$ cat src/rtl/rf_pkg.sv
// Shared types for the register-file write arbiter: write record and x0 helper.
package rf_pkg;

  localparam int REG_AW = 5;
  localparam int XLEN   = 32;

  // One pending register-file write: destination index plus result.
  typedef struct packed {
    logic [REG_AW-1:0] rd;
    logic [XLEN-1:0]   data;
  } rf_wr_t;

  // x0 is hard-wired zero, so any write aimed at it is meaningless.
  function automatic logic is_x0(input logic [REG_AW-1:0] rd);
    return (rd == '0);
  endfunction

endpackage

$ cat src/rtl/rf_sync_fifo.sv
// Small synchronous FIFO of rf_wr_t records buffering long-latency results.
// Push while full is accepted only when a pop happens in the same cycle.
module rf_sync_fifo
  import rf_pkg::*;
#(
  parameter int DEPTH = 4
) (
  input  logic   clk,
  input  logic   reset,
  input  logic   push_i,
  input  rf_wr_t wdata_i,
  input  logic   pop_i,
  output rf_wr_t head_o,
  output logic   full_o,
  output logic   empty_o
);

  localparam int AW = $clog2(DEPTH);
  localparam logic [AW:0] CNT_FULL = (AW+1)'(DEPTH);

  rf_wr_t        mem_q [DEPTH];
  logic [AW-1:0] wptr_q, rptr_q;
  logic [AW:0]   count_q;
  logic          do_push, do_pop;

  assign full_o  = (count_q == CNT_FULL);
  assign empty_o = (count_q == '0);
  assign do_pop  = pop_i & ~empty_o;
  assign do_push = push_i & (~full_o | do_pop);
  assign head_o  = mem_q[rptr_q];

  // Pointer and occupancy bookkeeping; pointers wrap naturally at DEPTH.
  always_ff @(posedge clk) begin
    if (reset) begin
      wptr_q  <= '0;
      rptr_q  <= '0;
      count_q <= '0;
    end else begin
      if (do_push) wptr_q <= wptr_q + 1'b1;
      if (do_pop)  rptr_q <= rptr_q + 1'b1;
      if (do_push && !do_pop)      count_q <= count_q + 1'b1;
      else if (do_pop && !do_push) count_q <= count_q - 1'b1;
    end
  end

  // Storage needs no reset: occupancy alone decides which entries are live.
  always_ff @(posedge clk) begin
    if (do_push) mem_q[wptr_q] <= wdata_i;
  end

endmodule

$ cat src/rtl/rf_write_arbiter.sv
// Merges pipeline writebacks and buffered long-latency results onto the
// single register-file write port, tracks outstanding long-latency
// destinations for the decode stall, and holds the pipeline off when the
// FIFO head has waited too long.
module rf_write_arbiter #(
  parameter int XLEN       = 32,
  parameter int DEPTH      = 4,
  parameter int STARVE_MAX = 8
) (
  input  logic            clk,
  input  logic            reset,
  input  logic            wb_valid,
  input  logic [4:0]      wb_rd,
  input  logic [XLEN-1:0] wb_data,
  output logic            wb_hold,
  input  logic            lw_valid,
  output logic            lw_ready,
  input  logic [4:0]      lw_rd,
  input  logic [XLEN-1:0] lw_data,
  input  logic            issue_valid,
  input  logic [4:0]      issue_rd,
  input  logic [4:0]      rs1,
  input  logic [4:0]      rs2,
  input  logic [4:0]      rd,
  output logic            stall,
  output logic            write_reg,
  output logic [4:0]      rf_rd,
  output logic [XLEN-1:0] rf_data
);

  import rf_pkg::*;

  localparam int SW = $clog2(STARVE_MAX + 1);
  localparam logic [SW-1:0] STARVE_SAT  = SW'(STARVE_MAX);
  localparam logic [SW-1:0] STARVE_HOLD = SW'(STARVE_MAX - 1);

  rf_wr_t            lw_wr, fifo_head;
  logic              fifo_push, fifo_pop, fifo_full, fifo_empty;
  logic              take_wb;
  logic [31:0]       pending_q, pending_d, set_mask, clr_mask;
  logic [SW-1:0]     starve_q, starve_d;
  logic              wb_hold_q, wb_hold_d;
  logic              write_reg_q, write_reg_d;
  logic [REG_AW-1:0] rf_rd_q, rf_rd_d;
  logic [XLEN-1:0]   rf_data_q, rf_data_d;

  // x0 results are acknowledged but never occupy a FIFO slot.
  assign lw_ready  = ~fifo_full & ~reset;
  assign fifo_push = lw_valid & lw_ready & ~is_x0(lw_rd);
  assign lw_wr     = '{rd: lw_rd, data: lw_data};

  rf_sync_fifo #(
    .DEPTH (DEPTH)
  ) u_fifo (
    .clk     (clk),
    .reset   (reset),
    .push_i  (fifo_push),
    .wdata_i (lw_wr),
    .pop_i   (fifo_pop),
    .head_o  (fifo_head),
    .full_o  (fifo_full),
    .empty_o (fifo_empty)
  );

  // Write-port selection: starved FIFO head, then pipeline, then FIFO.
  // A writeback arriving while held is a protocol error and is dropped.
  always_comb begin
    take_wb     = wb_valid & ~wb_hold_q & ~is_x0(wb_rd);
    fifo_pop    = 1'b0;
    write_reg_d = 1'b0;
    rf_rd_d     = rf_rd_q;
    rf_data_d   = rf_data_q;
    if (wb_hold_q && !fifo_empty) begin
      fifo_pop    = 1'b1;
      write_reg_d = 1'b1;
      rf_rd_d     = fifo_head.rd;
      rf_data_d   = fifo_head.data;
    end else if (take_wb) begin
      write_reg_d = 1'b1;
      rf_rd_d     = wb_rd;
      rf_data_d   = wb_data;
    end else if (!fifo_empty) begin
      fifo_pop    = 1'b1;
      write_reg_d = 1'b1;
      rf_rd_d     = fifo_head.rd;
      rf_data_d   = fifo_head.data;
    end
  end

  // Pending bitmap: issue sets, retirement through the FIFO clears, set wins.
  always_comb begin
    set_mask = '0;
    clr_mask = '0;
    if (issue_valid && !is_x0(issue_rd)) set_mask[issue_rd] = 1'b1;
    if (fifo_pop) clr_mask[fifo_head.rd] = 1'b1;
    pending_d    = (pending_q & ~clr_mask) | set_mask;
    pending_d[0] = 1'b0;
  end

  // Starvation: count cycles the head waits, saturating; hold once near limit.
  always_comb begin
    if (fifo_empty || fifo_pop)     starve_d = '0;
    else if (starve_q == STARVE_SAT) starve_d = starve_q;
    else                            starve_d = starve_q + 1'b1;
    wb_hold_d = (starve_d >= STARVE_HOLD);
  end

  // State and output registers; reset drops all queued and pending work.
  always_ff @(posedge clk) begin
    if (reset) begin
      pending_q   <= '0;
      starve_q    <= '0;
      wb_hold_q   <= 1'b0;
      write_reg_q <= 1'b0;
      rf_rd_q     <= '0;
      rf_data_q   <= '0;
    end else begin
      pending_q   <= pending_d;
      starve_q    <= starve_d;
      wb_hold_q   <= wb_hold_d;
      write_reg_q <= write_reg_d;
      rf_rd_q     <= rf_rd_d;
      rf_data_q   <= rf_data_d;
    end
  end

  assign stall     = pending_q[rs1] | pending_q[rs2] | pending_q[rd];
  assign wb_hold   = wb_hold_q;
  assign write_reg = write_reg_q;
  assign rf_rd     = rf_rd_q;
  assign rf_data   = rf_data_q;

  // The pipeline must never present a writeback while it is being held.
  a_no_wb_while_hold : assert property (@(posedge clk) disable iff (reset)
    !(wb_valid && wb_hold_q));

endmodule
$ cat config.mk
export PLATFORM = sky130hd
export DESIGN_NAME = rf_write_arbiter
export DESIGN_NICKNAME = d
export VERILOG_FILES = /design/src/rtl/rf_pkg.sv /design/src/rtl/rf_sync_fifo.sv /design/src/rtl/rf_write_arbiter.sv
export SDC_FILE = /design/constraint.sdc
export NUM_CORES = 1
export LEC_CHECK = 0
export ABC_CLOCK_PERIOD_IN_PS = 2700
export CORE_MARGIN = 2
export CORE_UTILIZATION = 49
export DETAILED_ROUTE_END_ITERATION = 10
export PLACE_DENSITY_LB_ADDON = 0.1
export SLEW_MARGIN = 10
export SYNTH_ARGS = -nofsm -noshare
export SYNTH_HDL_FRONTEND = slang
export SYNTH_SLANG_ARGS = --single-unit
$ cat constraint.sdc
create_clock -name clk -period 2.7 [get_ports clk]
set_clock_uncertainty 0.15 [all_clocks]
set_input_delay 0.54 -clock clk [delete_from_list [all_inputs] [get_ports clk]]
set_output_delay 0.54 -clock clk [all_outputs]
set_load 0.005 [all_outputs]
-- Word-level counts from Yosys, hierarchy flattened
Memories as Yosys holds them, arrays and structs flattened. A register that Yosys moved wholly into a read port is not among the register bits.
Cells that the tools add are included.
- $add $sub $neg: 5
- $lt $le $gt $ge: 8
- equal/unequal tests: 3
- muxes and demuxes: 31
- bitwise operators: 19
- reductions and logical operators: 16
- operator list (cell ; number):
    2-to-1 mux 32 bit ; 5
    bitwise AND 32 bit ; 1
    NOT 32 bit ; 1
    OR 32 bit ; 1
    < comparator 5 x 6 -> 1 bit (second input constant) ; 5
    binary-select mux 1 bit (select 5 bit) ; 3
    logical NOT 5 bit ; 3
    2-to-1 mux 5 bit ; 3
    2-to-1 mux 1 bit ; 12
    demux 1 bit (select 5 bit) ; 2
    >= comparator 5 x 1 -> 1 bit (second input constant) ; 2
    2-to-1 mux 4 bit ; 2
    bitwise AND 1 bit ; 7
    logical AND 1 bit ; 6
    2-to-1 mux 3 bit ; 2
    NOT 1 bit ; 6
    adder 2 x 1 -> 2 bit (second input constant) ; 2
    adder 4 x 1 -> 4 bit (second input constant) ; 1
    == test 4 bit (second input constant) ; 1
    >= comparator 4 x 3 -> 1 bit (second input constant) ; 1
    logical NOT 1 bit ; 4
    2-to-1 mux 2 bit ; 2
    adder 3 x 1 -> 3 bit (second input constant) ; 1
    == test 3 bit (second input constant) ; 1
    6 further kinds ; 8
- register bits: 82
- RAM bits: 148
- input bits: 99
- memories: 1
- memory list (name ; words ; width ; rd ports ; clocked after Yosys merged registers in ; write ports ; RTL line ; text):
    u_fifo.mem_q ; 4 ; 37 ; 1 ; 1 ; 1 ; rf_sync_fifo.sv:21 ; rf_wr_t mem_q [DEPTH];

-- Longest topological paths before layout
Gate-level depths: netlist of run 1.
- depth in word-level cells: 12
- mapped depth: 10
- mapped depth without buffers: 9

-- Hierarchy
From an unflattened synthesis of run 1, not the netlist that was laid out.
- cells, all modules: 680
- area total of the unflattened synthesis: 9820.7 µm²
- by module, submodules not included (module ; instances ; cells an instance ; area each (µm²)):
    rf_sync_fifo ; 1 ; 241 ; 5851.9
    rf_write_arbiter ; 1 ; 439 ; 3968.8

-- Worst setup path before layout of run 1
OpenSTA, ideal clock, no wires.
- kind: input-to-reg
- start: in wb_rd[3]
- end: reg u_fifo.count_q[2]
- arrival time: 2552 ps
- path slack: -73 ps
- cell stages on the path: 10
- path buffers: 1
- cells stage by stage: or4_1 o21ai_2 buf_4 nand2_1 ha_1 inv_1 fa_1 xor2_1 or3_1 a21oi_1
- longest elaborated chain between the ends: 11
- elaborated cells on any way between the ends: 14
- ends and longest elaborated chain (element ; RTL line ; text):
    from (decl) ; rf_write_arbiter.sv:13 ; input logic [4:0] wb_rd,
    logical NOT 5 bit * ; rf_pkg.sv:15 ; return (rd == '0);
    NOT 1 bit * ; rf_write_arbiter.sv:68 ; take_wb = wb_valid & ~wb_hold_q & ~is_x0(wb_rd);
    bitwise AND 1 bit * ; rf_write_arbiter.sv:68 ;
    2-to-1 mux 1 bit * ; rf_write_arbiter.sv:78 ; end else if (take_wb) begin
    2-to-1 mux 1 bit * ; rf_write_arbiter.sv:73 ; if (wb_hold_q && !fifo_empty) begin
    bitwise AND 1 bit * ; rf_sync_fifo.sv:28 ; assign do_pop = pop_i & ~empty_o;
    OR 1 bit ; rf_sync_fifo.sv:29 ; assign do_push = push_i & (~full_o | do_pop);
    bitwise AND 1 bit ; rf_sync_fifo.sv:29 ;
    logical NOT 1 bit ; rf_sync_fifo.sv:42 ; else if (do_pop && !do_push) count_q <= count_q - 1'b1;
    logical AND 1 bit ; rf_sync_fifo.sv:42 ;
    nonzero test 2 bit (no source line) ; n/a ;
    to (signal assigned) ; rf_sync_fifo.sv:41 ; if (do_push && !do_pop) count_q <= count_q + 1'b1;
    to (signal assigned) ; rf_sync_fifo.sv:42 ;
    to (decl) ; rf_sync_fifo.sv:23 ; logic [AW:0] count_q;
Mark *: on every way between the ends. The rest lies on a longest branch, timed or not.
A chain may end at the register's enable or synchronous reset.

-- Final worst setup path of run 1
- start: in rs1[0]
- end: out stall
- longest elaborated chain between the ends: 4
- ends and longest elaborated chain (element ; RTL line ; text):
    from (decl) ; rf_write_arbiter.sv:22 ; input logic [4:0] rs1,
    binary-select mux 1 bit (select 5 bit) ; rf_write_arbiter.sv:127 ; assign stall = pending_q[rs1] | pending_q[rs2] | pending_q[rd];
    2-to-1 mux 1 bit (implied by the code) ; rf_write_arbiter.sv:127 ;
    OR 1 bit (2 in series) ; rf_write_arbiter.sv:127 ;
    to (decl) ; rf_write_arbiter.sv:25 ; output logic stall,
No other way between the ends. The select of a mux whose other input is x is not followed.

==> results of run 1 <==
==> tightest hold or removal path, stage by stage (launching register included) <==
cell,delay (ns)
dfxtp_1,0.31
nand2_1,0.05
a311oi_1,0.07
==> per-layer routing <==
| metal | track usage | share of wire | vias up |
|---|---|---|---|
| met3 | 0.0445 | 0.067 | 64 |
| li1 | - | - | 3154 |
| met5 | 0 | 0 | - |
| met1 | 0.321 | 0.42 | 3481 |
| met2 | 0.401 | 0.48 | 256 |
| met4 | 0.0770 | 0.029 | 0 |
==> cell type report <==
class / instances / area (sq um)
Fill cell: 1494 / 6650
Sequential cell: 231 / 6130
Multi-Input combinational cell: 445 / 3560
Timing Repair Buffer: 197 / 1950
Clock buffer: 32 / 662
Tap cell: 265 / 332
Clock inverter: 14 / 189
Inverter: 13 / 48.8
==> worst paths after layout <==
check / start / slack, ns / endpoint / cells past startpoint
worst max register to register: u_fifo.count_q[0] / 0.27 / u_fifo.count_q[2] / 8
worst min-delay path: rf_data[2] / 0.33 / rf_data[2] / 2
worst min register to register: rf_data[2] / 0.33 / rf_data[2] / 2
worst max-delay path: rs1[0] / -0.05 / stall / 8
==> power by group through the flow <==
stage,sequential [mW],clock (mW),combinational [mW]
2_1_floorplan,4.21,0,1.43
3_3_place_gp,4.25,0,2.37
3_5_place_dp,4.27,0,2.41
4_1_cts,4.20,3.56,2.44
5_1_grt,4.22,3.70,2.65
6_report,4.19,3.49,2.41
==> synthesized netlist by cell type, types with 3 or more instances <==
master	count	area [sq um]
o2111ai_1	3	26.3
inv_1	13	48.8
xor2_1	5	43.8
a221oi_1	3	26.3
dfxtp_1	83	1660
o21ai_0	64	320
clkbuf_1	24	90.1
mux4_2	50	1130
nor2_1	56	210
edfxtp_1	148	4440
mux2_2	10	113
buf_2	14	70.1
ha_1	7	87.6
nand4_1	6	37.5
mux2i_1	9	90.1
nand3b_1	7	52.6
nor2b_1	43	269
a21oi_1	5	25.0
or3_1	5	31.3
a2111oi_0	4	35.0
nand2_1	88	330
nand3_1	13	65.1
a311oi_1	39	342
and2_1	4	25.0
buf_1	3	11.3
==> metrics by stage <==
stage	util	hold slack, ns	power, mW
CTS	0.659	0.329	10.2
finish	0.659	0.328	10.1
detailed placement	0.610	0.317	6.68
global route	0.659	0.351	10.6
floorplan	-	0.321	5.64
global placement	0.610	0.315	6.62
==> timing repair <==
item                                    4_1_cts  5_1_grt
endpoints found under the setup margin        1        2
cloned                                        1        0
gates resized for setup                      55        4
pin swaps                                     7        1
==> logic make-up after synthesis <==
group	after synthesis	synth area share
and+or+nand+nor	234	0.113
DFF	231	0.623
AOI/OAI and AO/OA	127	0.0863
muxes	69	0.136
buffers and inverters	56	0.0244
adders and majority gates	8	0.0110
xor gates and xnor gates	7	0.00626
==> results.toml, run 1 <==
[run_status]
status = "finished with violations"
violations = "setup timing"

[clock_network]
insertion_delay_ns = 0.53
root_buffer = "clkbuf_16"
post_cts_buffers = 0
clk_pin_slew_ns = 0.06
cts_buffers = 25
tritoncts = "built"
h-tree-depth = 1
cts_sinks = 231
postCtsHoldBufs = 0
cts.path.max_buffers = 3

[placement]
pre_cts_slack_ns = -0.799
numPortBuffers = 139
dp.final_hpwl_mm = 17.2
post-place-cells = 1151
placed_cell_area_sq_mm = 0.0119
place.gp.congestion = 0.882

[floorplanning]
core_area_sq_mm = 0.0195
initial_core_util = 0.502
die-area_sq_mm = 0.0211
rows = 51
die_h_um = 145
dieWidth_um = 145
ios = 140

[sta]
timing.fmax_mhz = 363
tns_ns = -0.0519
max-slew-margin-rel = 0.581
worst_pin_slew_ns = 0.629
hold_violations = 0
fin_ws_ns = -0.0519
fin_crit_ns = 2.75
drv_slew = 0
rsz0062_at_grt = "true"
setup_viol_count_final = 1
finalCritPeriodShare = 1.02

[power]
ir_drop_mv = 0.561
p_switching_mw = 2.81
power.internal_mw = 7.29
power_frac_seq = 0.415
power.share.clock = 0.346
pwr-share-comb = 0.239
leakage_nw = 4.42
swShare = 0.278
power.density_mw_per_mm2 = 785

[cells_and_area]
post_route_cells_drive_above_1_share = 0.217
largest_reg_flops = 148
layout.nets = 1020
design_area_sq_mm = 0.0129
layout_common_cells = "148 x edfxtp_1, 127 x clkdlybuf4s50_1, 88 x nand2_1"
diodes = 0
final_common_cell = "edfxtp_1"
largest-register = "u_fifo.mem_q"
syn_to_final_growth_pct = 31.4
fin_cells = 1197

[yosys]
synthFlopType = "edfxtp_1"
yosys_warnings = 0
ys_ff_latch = 231
syn_area_sq_mm = 0.00980
synth_edf_count = 148
avgSynthCellArea_sq_um = 13.4
syn_nets = 839
yosysSeqAreaShare = 0.623
netlist_instances = 732
synthDistinctLibCells = 45
async_reset_ff_frac = 0

[route]
via_per_inst = 5.81
dr_total_vias = 6955
dr.pass1.iters = 5
drt_iter0_drc = 395
post-route-drc-count = 0
routedWlPerCell_um = 21.2
ant_nets = 0
finalWirelength_mm = 25.4

[worst_setup_path]
end_kind = "output port"
critPathMaxFanout = 6
path_delay_family = "buffers and inverters"
cp.buffers_inverters = 4
critPathSlowestCell = "a2111oi_2"
worstSetupPathType = "input pin to output port"
cp_data_required_time_ns = 2.01
cp-start-kind = "input pin"
crit_arrival_ns = 2.06
slowest_delay_ns = 0.48
path_cells = "dlygate4sd2_1, buf_6, mux4_2, inv_1, a2111oi_2, nor3_2, nand4_1, buf_2"

[flow_run]
max-cap-violations = 0

[global_routing]
antenna_found_initial = 0
grt_pass1_vias = 7237
grt.total_usage = 0.240
grt_overflow = 0
grt_max_degree = 55
grt_pass1_wl_mm = 39.9

[min_path]
hold_class = "flop to flop"
(Power assumes the default switching activity.)
==> run 2: changes to the inputs <==
--- a/config.mk
+++ b/config.mk
@@ -10,6 +10,7 @@
 export CORE_UTILIZATION = 49
 export DETAILED_ROUTE_END_ITERATION = 10
 export PLACE_DENSITY_LB_ADDON = 0.1
+export SETUP_SLACK_MARGIN = 0.2
 export SLEW_MARGIN = 10
 export SYNTH_ARGS = -nofsm -noshare
 export SYNTH_HDL_FRONTEND = slang
==> constraint.sdc (replaced) <==
create_clock -name clk -period 2.7 [get_ports clk]
set_clock_uncertainty 0.15 [all_clocks]
set_input_delay 0.54 -clock clk [delete_from_list [all_inputs] [get_ports clk]]
set_output_delay 0.54 -clock clk [all_outputs]
set_load 0.01 [all_outputs]
==> run 2 against run 1 <==
The run still ends with setup timing left. Clock power is 15% lower. Die area did not move. Routed wire length rose by 0.29%. Via count up 0.19%. Largest cell class unchanged. Largest power group unchanged.
==> results.toml, run 2 (synthesis results as in run 1) <==
[run_status]
status = "finished with violations"
violations = "setup timing"

[worst_setup_path]
r2r_cells = 8
path_delay_family = "buffers and inverters"
path_cells = "clkdlybuf4s15_1, mux2_2, a221oi_1, a2111oi_0, buf_4, nor3_1, nand4_1, buf_2"
r2r_setup_slack_ns = 0.31
r2r_start = "u_fifo.count_q[2]"
timing.rr.end = "u_fifo.count_q[2]"
cp.buffers_inverters = 3
path_depth = 8
critPathMaxFanout = 5
end_kind = "output port"
worstSetupPathType = "input pin to output port"
cp_data_required_time_ns = 2.01
slowest_delay_ns = 0.36
critical_path.startpoint = "rd[2]"
critPathSlowestCell = "mux2_2"
crit_arrival_ns = 2.18
cp-start-kind = "input pin"
cp-endpoint = "stall"

[clock_network]
cts.path.max_buffers = 3
tritoncts = "built"
cts_buffers = 24
insertion_delay_ns = 0.51
postCtsHoldBufs = 0
clk_pin_slew_ns = 0.06
h-tree-depth = 1
cts_sinks = 231
root_buffer = "clkbuf_16"

[sta]
worst_pin_slew_ns = 0.522
fin_crit_ns = 2.87
finalCritPeriodShare = 1.06
timing.fmax_mhz = 348
drv_slew = 0
setup_viol_count_final = 1
hold_violations = 0
max-slew-margin-rel = 0.652
fin_ws_ns = -0.170
rsz0062_at_grt = "true"

[global_routing]
grt.total_usage = 0.243
grt_pass1_vias = 7233
grt_max_degree = 44
grt_pass1_wl_mm = 40.3
antenna_found_initial = 1
grt_overflow = 0

[placement]
dp.final_hpwl_mm = 17.7
pre_cts_slack_ns = -0.861
place.gp.congestion = 0.997
post-place-cells = 1166
numPortBuffers = 139

[cells_and_area]
layout_common_cells = "148 x edfxtp_1, 122 x clkdlybuf4s50_1, 87 x nand2_1"
largest-register = "u_fifo.mem_q"
syn_to_final_growth_pct = 30.8
final_common_cell = "edfxtp_1"
fin_cells = 1213
final_util = 0.656
nFillCells = 1489
post_route_cells_drive_above_1_share = 0.205
layout.nets = 1036
largest_reg_flops = 148

[flow_run]
max-cap-violations = 0

[floorplanning]
ios = 140
die-area_sq_mm = 0.0211
rows = 51
die_h_um = 145
dieWidth_um = 145
initial_core_util = 0.502
core_area_sq_mm = 0.0195

[route]
dr_total_vias = 6968
post-route-drc-count = 0
drt_iter0_drc = 515
routedWlPerCell_um = 21.0
ant_nets = 0
via_per_inst = 5.74
finalWirelength_mm = 25.4
dr.pass1.iters = 5

[power]
leakage_nw = 4.45
power.share.clock = 0.309
ir_drop_mv = 0.774
pwr-share-comb = 0.255
power_frac_seq = 0.436
swShare = 0.285
power.density_mw_per_mm2 = 753
power.internal_mw = 6.90
p_switching_mw = 2.75

[min_path]
hold_class = "input pin to flop"
## run 2: changes by cell type in the layout (fill, tap and decap cells not counted), sizes merged, moves of 2 or more
cell | previous run | this run
clkbuf | 32 | 35
clkdlybuf4s50 | 127 | 122
dlymetal6s2s | 0 | 4
buf | 60 | 77
bufinv | 4 | 0
inv | 15 | 13
## run 2: layout make-up
class	count	area [sq um]	share of cell area
inverter	13	48.8	0.00381
multi-input combinational	445	3520	0.275
tap	265	332	0.0259
antenna	1	2.50	0.000195
clock buffer	35	672	0.0524
sequential	231	6110	0.477
clock inverter	9	55.1	0.00430
timing repair buffer	214	2070	0.162
## run 2: layer usage
| metal | share of wire | track usage | vias up |
|---|---|---|---|
| met5 | 0 | 0 | - |
| met4 | 0.023 | 0.0706 | 0 |
| met3 | 0.062 | 0.0370 | 39 |
| met2 | 0.49 | 0.404 | 262 |
| met1 | 0.42 | 0.335 | 3481 |
| li1 | - | - | 3186 |
## run 2: what timing repair did
action,4_1_cts,5_1_grt
cloned,0,0
endpoints found under the setup margin,8,24
setup buffers,2,0
endpoints found under the hold margin,0,0
gates resized for setup,30,13
pin swaps,6,4
## run 2: how the worst min path moves through the flow
stage	startpoint	end	cells past startpoint
after floorplan	u_fifo.count_q[2]	u_fifo.count_q[2]	2
after global placement	rf_data[2]	rf_data[2]	2
after detailed placement	rf_data[13]	rf_data[13]	2
after CTS	rf_data[13]	rf_data[13]	2
after global routing	lw_rd[3]	u_fifo.mem_q[2][35]	1
final	lw_rd[3]	u_fifo.mem_q[2][35]	1
## run 2: worst reg2reg max path: stages, from the launching register on
cell     delay [ns]
dfxtp_1        0.36
or3_2          0.52
nand2_2        0.09
ha_2           0.17
inv_1          0.05
fa_1           0.37
xor2_1         0.18
or3_1          0.31
a21oi_1        0.14
## run 2: metrics by stage
stage	setup TNS [ns]	power (mW)	cell area, sq um	hold slack (ns)
finish	-0.170	9.65	12800	0.207
global route	-0.322	10.1	12800	0.193
CTS	-0.183	9.73	12800	0.330
detailed placement	-36.81	6.73	12000	0.320
global placement	-33.39	6.67	12000	0.314
floorplan	0	5.69	9830	0.331
## run 2: power by group through the flow
stage,Sequential [mW],Combinational [mW],Clock (mW)
2_1_floorplan,4.25,1.44,0
3_3_place_gp,4.26,2.41,0
3_5_place_dp,4.28,2.45,0
4_1_cts,4.21,2.47,3.05
5_1_grt,4.24,2.67,3.18
6_report,4.21,2.46,2.98
==> variant 1: new RTL, config.mk and constraints of run 2 <==
Make the reset (`reset`) asynchronous in 2 clocked blocks.
--- a/src/rtl/rf_sync_fifo.sv
+++ b/src/rtl/rf_sync_fifo.sv
@@ -30,7 +30,7 @@
   assign head_o  = mem_q[rptr_q];
 
   // Pointer and occupancy bookkeeping; pointers wrap naturally at DEPTH.
-  always_ff @(posedge clk) begin
+  always_ff @(posedge clk or posedge reset) begin
     if (reset) begin
       wptr_q  <= '0;
       rptr_q  <= '0;
--- a/src/rtl/rf_write_arbiter.sv
+++ b/src/rtl/rf_write_arbiter.sv
@@ -106,7 +106,7 @@
   end
 
   // State and output registers; reset drops all queued and pending work.
-  always_ff @(posedge clk) begin
+  always_ff @(posedge clk or posedge reset) begin
     if (reset) begin
       pending_q   <= '0;
       starve_q    <= '0;
Formal check against the unedited RTL: differs if reset is asserted again (counterexample within 4 cycles, from zero or initial values and one cycle with reset high); with reset held inactive, the same outputs for 4 cycles.
==> variant 1 against run 2 <==
- the flow still finishes with violations (negative setup slack)
- setup slack gained 0.012 ns
- sequential cell count shrank 2
- wire length shrank 7.0%
- non-clock buffer count shrank 5
- combinational power grew 65%
- register-to-register slack gained 0.10 ns
- die area grew 0.26%
- design area grew 0.63%
- synthesized area grew 0.27%
- power grew 28%
- largest power group unchanged
- highest routed layer is now met5
==> variant 1: results (changes against run 2) <==
[metrics] worst hold path depth: 3 (+2)
[metrics] dpl cells: 1,115 (-4.4%)
[metrics] net count of the finished layout: 987 (-4.7%)
[metrics] Hold Slack: 0.161 ns (-0.0464 ns)
[metrics] portion of the layout cell area used by non-clock buffers: 15.7% (-0.47 points)
[metrics] final RePlAce weighted congestion: 0.889 (-11%)
[metrics] M3 GR Usage: 4.29% (+0.60 points)
[metrics] leading cell types by total area after synthesis: sky130_fd_sc_hd__edfxtp_1, sky130_fd_sc_hd__dfrtp_1, sky130_fd_sc_hd__mux4_2
[metrics] worst min-delay path endpoint: rf_rd[4]
[metrics] relative slew slack: 57.7% (-7.5 points)
[metrics] multi-input combinational cell area: 3240 sq um (-7.8%)
[metrics] PnR worst setup slack: -0.158 ns (+0.0116 ns)
[metrics] Static Leakage: 0.00475 uW (+6.8%)
[metrics] endpoints failing setup: 1 (unchanged)
[metrics] proportion of synthesized flip-flops having asynchronous set or reset: 35.4% (+35 points)
[metrics] average via count per standard cell: 5.60 (-2.5%)
[metrics] final-layout clock buffer total: 32 (-8.6%)
[metrics] non-clock inverter instance count of the final layout: 12 (-1)
[metrics] run status: complete, but fails checks
[metrics] Reg2Reg Capture Point: u_fifo.count_q[2]
[metrics] violations in the final reports: negative setup slack
[metrics] register area: 6480 sq um (+5.9%)
[metrics] Max stage delay cell, worst path: sky130_fd_sc_hd__clkdlybuf4s50_1
[metrics] DPL Wire Length: 16,500 um (-6.4%)
[metrics] max layer used: met5
[metrics] met2 WL post-DR: 12,100 um (-2.9%)
[metrics] routed length on met1: 9710 um (-10%)
[metrics] overall track demand over capacity in global routing: 22.6% (-1.7 points)
[variant 1: cells by family (layout without fill, tap and decap cells)]
| kind of cell | count (synthesis) | after routing | synth area share (%) |
|---|---|---|---|
| AOI/OAI and AO/OA | 124 | 124 | 7.49 |
| xor gates and xnor gates | 8 | 8 | 0.713 |
| adders and majority gates | 8 | 8 | 1.10 |
| buffers and inverters | 44 | 265 | 1.97 |
| DFF | 229 | 229 | 65.9 |
| muxes | 73 | 73 | 14.0 |
| other | 0 | 1 | 0 |
| and+or+nand+nor | 191 | 191 | 8.83 |
[variant 1: worst max-delay path by stage]
stage,slack [ns],cells after the start,endpoint,startpoint
floorplan,0.03,8,u_fifo.count_q[1],wb_rd[1]
global placement,-0.84,8,stall,rs2[1]
detailed placement,-0.82,8,stall,rs2[1]
CTS,-0.16,7,stall,pending_q[3]
global route,-0.23,7,stall,pending_q[3]
finish,-0.16,7,stall,rd[1]
[variant 1: where the power goes]
part	switching, uW	internal [uW]
Clock	1330	1850
Sequential	555	4520
Combinational	1960	2090
==> variant 2: new RTL, settings of run 2 <==
Made on the original files. Change the parameter `STARVE_MAX` from 8 to 16.
--- a/src/rtl/rf_write_arbiter.sv
+++ b/src/rtl/rf_write_arbiter.sv
@@ -5,7 +5,7 @@
 module rf_write_arbiter #(
   parameter int XLEN       = 32,
   parameter int DEPTH      = 4,
-  parameter int STARVE_MAX = 8
+  parameter int STARVE_MAX = 16
 ) (
   input  logic            clk,
   input  logic            reset,
Formal check against the unedited RTL: no difference found for any inputs over 4 cycles, from zero or initial values and one cycle with reset high; that may be too few to reach the edited logic, so the function may still have changed.
==> variant 2 against run 2 <==
- the run still ends with negative setup slack left
- setup slack gained 0.10 ns
- clock power is 15% higher
- sequential cell count up 1
- non-clock buffer count fell by 12
- wire length fell by 1.9%
- design area rose by 1.7%
- count of clock-buffer cells in the layout increased by 2
- sequential share of layout area decreased by 0.53 points
- register-to-register slack improved by 0.02 ns
- combinational power increased by 3%
- power rose by 5.5%
- synthesized area up 2.3%
- final cell count stayed put
- critical path type is now register to output pin
- largest cell class unchanged
- highest routed layer is now met5
==> variant 2: results (changes against run 2) <==
[metrics] clock buffer count from CTS: 25 (+4.2%)
[metrics] dpl cell area: 12,100 sq um (+0.69%)
[metrics] data arrival time at the worst-slack endpoint: 2.08 ns (-0.10 ns)
[metrics] cell types with the highest counts after synthesis: sky130_fd_sc_hd__edfxtp_1, sky130_fd_sc_hd__nand2_1, sky130_fd_sc_hd__dfxtp_1, sky130_fd_sc_hd__nor2_1, sky130_fd_sc_hd__o21ai_0
[metrics] synthesized net count: 845 (+0.72%)
[metrics] endpoints failing setup: 1 (unchanged)
[metrics] sequential fraction of the synthesis area: 61.1% (-1.2 points)
[metrics] mux share of post-synthesis cell area: 13.4% (-0.19 points)
[metrics] pin count of the biggest net entering global routing: 84 (+91%)
[metrics] min-delay src: lw_rd[4]
[metrics] internal power contribution: 7290 uW (+5.7%)
[metrics] area share of fa/ha/maj cells after synthesis: 1.07% (-0.025 points)
[metrics] pin slew with the least headroom to its limit: 0.973 ns (+0.451 ns)
[metrics] violations in the final reports: negative setup slack
[metrics] Max stage delay cell, worst path: sky130_fd_sc_hd__mux4_2
[metrics] Worst IR Drop VDD: 0.000515 V (-34%)
[metrics] initial DRC count: 466 (-9.5%)
[metrics] synthesized-area fraction occupied by ao, oa, aoi and oai cells: 9.08% (+0.44 points)
[metrics] routed len/inst: 20.6 um (-1.9%)
[metrics] PnR worst setup slack: -0.0655 ns (+0.104 ns)
[metrics] average via count per standard cell: 5.66 (-1.5%)
[metrics] syn avg cell area: 13.6 sq um (+1.5%)
[metrics] via count of the first global-routing pass: 7,225 (-0.11%)
[metrics] count of different cell masters after synthesis: 53 (+18%)
[metrics] leading cell types by total area after synthesis: sky130_fd_sc_hd__edfxtp_1, sky130_fd_sc_hd__dfxtp_1, sky130_fd_sc_hd__mux4_2
[metrics] DPL Wire Length: 17,600 um (about the same)
[metrics] worst slack at placement: -0.895 ns (-0.0333 ns)
[metrics] worst hold path depth: 2 (+1)
[metrics] parity-gate share of the synthesized area counting xor and xnor cells: 0.699% (+0.073 points)
[metrics] net count of the finished layout: 1,031 (-0.48%)
[metrics] run status: complete, but fails checks
[metrics] global-route wire length before repair: 39,700 um (-1.5%)
[metrics] share of post-route cells with drive strength above 1: 24.1% (+3.6 points)
[metrics] final RePlAce weighted congestion: 0.910 (-8.8%)
[metrics] Crit Path Max Fanout: 4 (-1)
==> variant 2: through the flow <==
stage	total power, uW	hold slack (ns)	util [%]	TNS, ns
3_5_place_dp	6830	0.320	60.0	-36.09
6_report	10200	0.224	64.6	-0.0655
2_1_floorplan	5830	0.331	-	-0.0305
5_1_grt	10600	0.215	64.6	-0.138
3_3_place_gp	6770	0.316	60.0	-35.08
4_1_cts	10300	0.330	64.4	-0.0785
==> variant 2: layout make-up <==
cell class	count	area share, %
inverter	12	0.346
sequential	232	47.2
clock inverter	9	1.03
multi-input combinational	451	28.5
tap	270	2.59
timing repair buffer	202	14.9
clock buffer	37	5.41
==> variant 2: logic make-up (layout without fill, tap and decap cells) <==
kind of cell,count (synthesis),in the layout
and+or+nand+nor,239,239
AOI/OAI and AO/OA,126,126
DFF,232,232
muxes,70,70
buffers and inverters,55,260
xor gates and xnor gates,8,8
adders and majority gates,8,8
==> variant 2: worst paths after layout <==
check	end	slack [ns]
worst max register to register	u_fifo.count_q[2]	0.33
worst min-delay path	u_fifo.mem_q[2][36]	0.22
worst max-delay path	stall	-0.07
worst min register to register	rf_data[25]	0.33
==> variant 2: power groups by stage <==
stage	Combinational [uW]	Sequential (uW)	Clock (uW)
final	2530	4200	3440
after global routing	2760	4240	3650
after CTS	2560	4210	3510
after detailed placement	2550	4280	0
after global placement	2510	4260	0
after floorplan	1560	4270	0
==> variant 2: what timing repair did <==
action | 4_1_cts | 5_1_grt
pin swaps | 7 | 8
setup buffers | 0 | 0
resized for setup | 49 | 18
endpoints found under the setup margin | 3 | 8
==> variant 2: routing by layer <==
metal	track usage [%]	wire [um]	vias up
li1	-	-	3183
met3	3.66	1450	49
met1	31.2	10500	3408
met5	0	11	-
met4	6.54	646	2
met2	40.9	12400	224
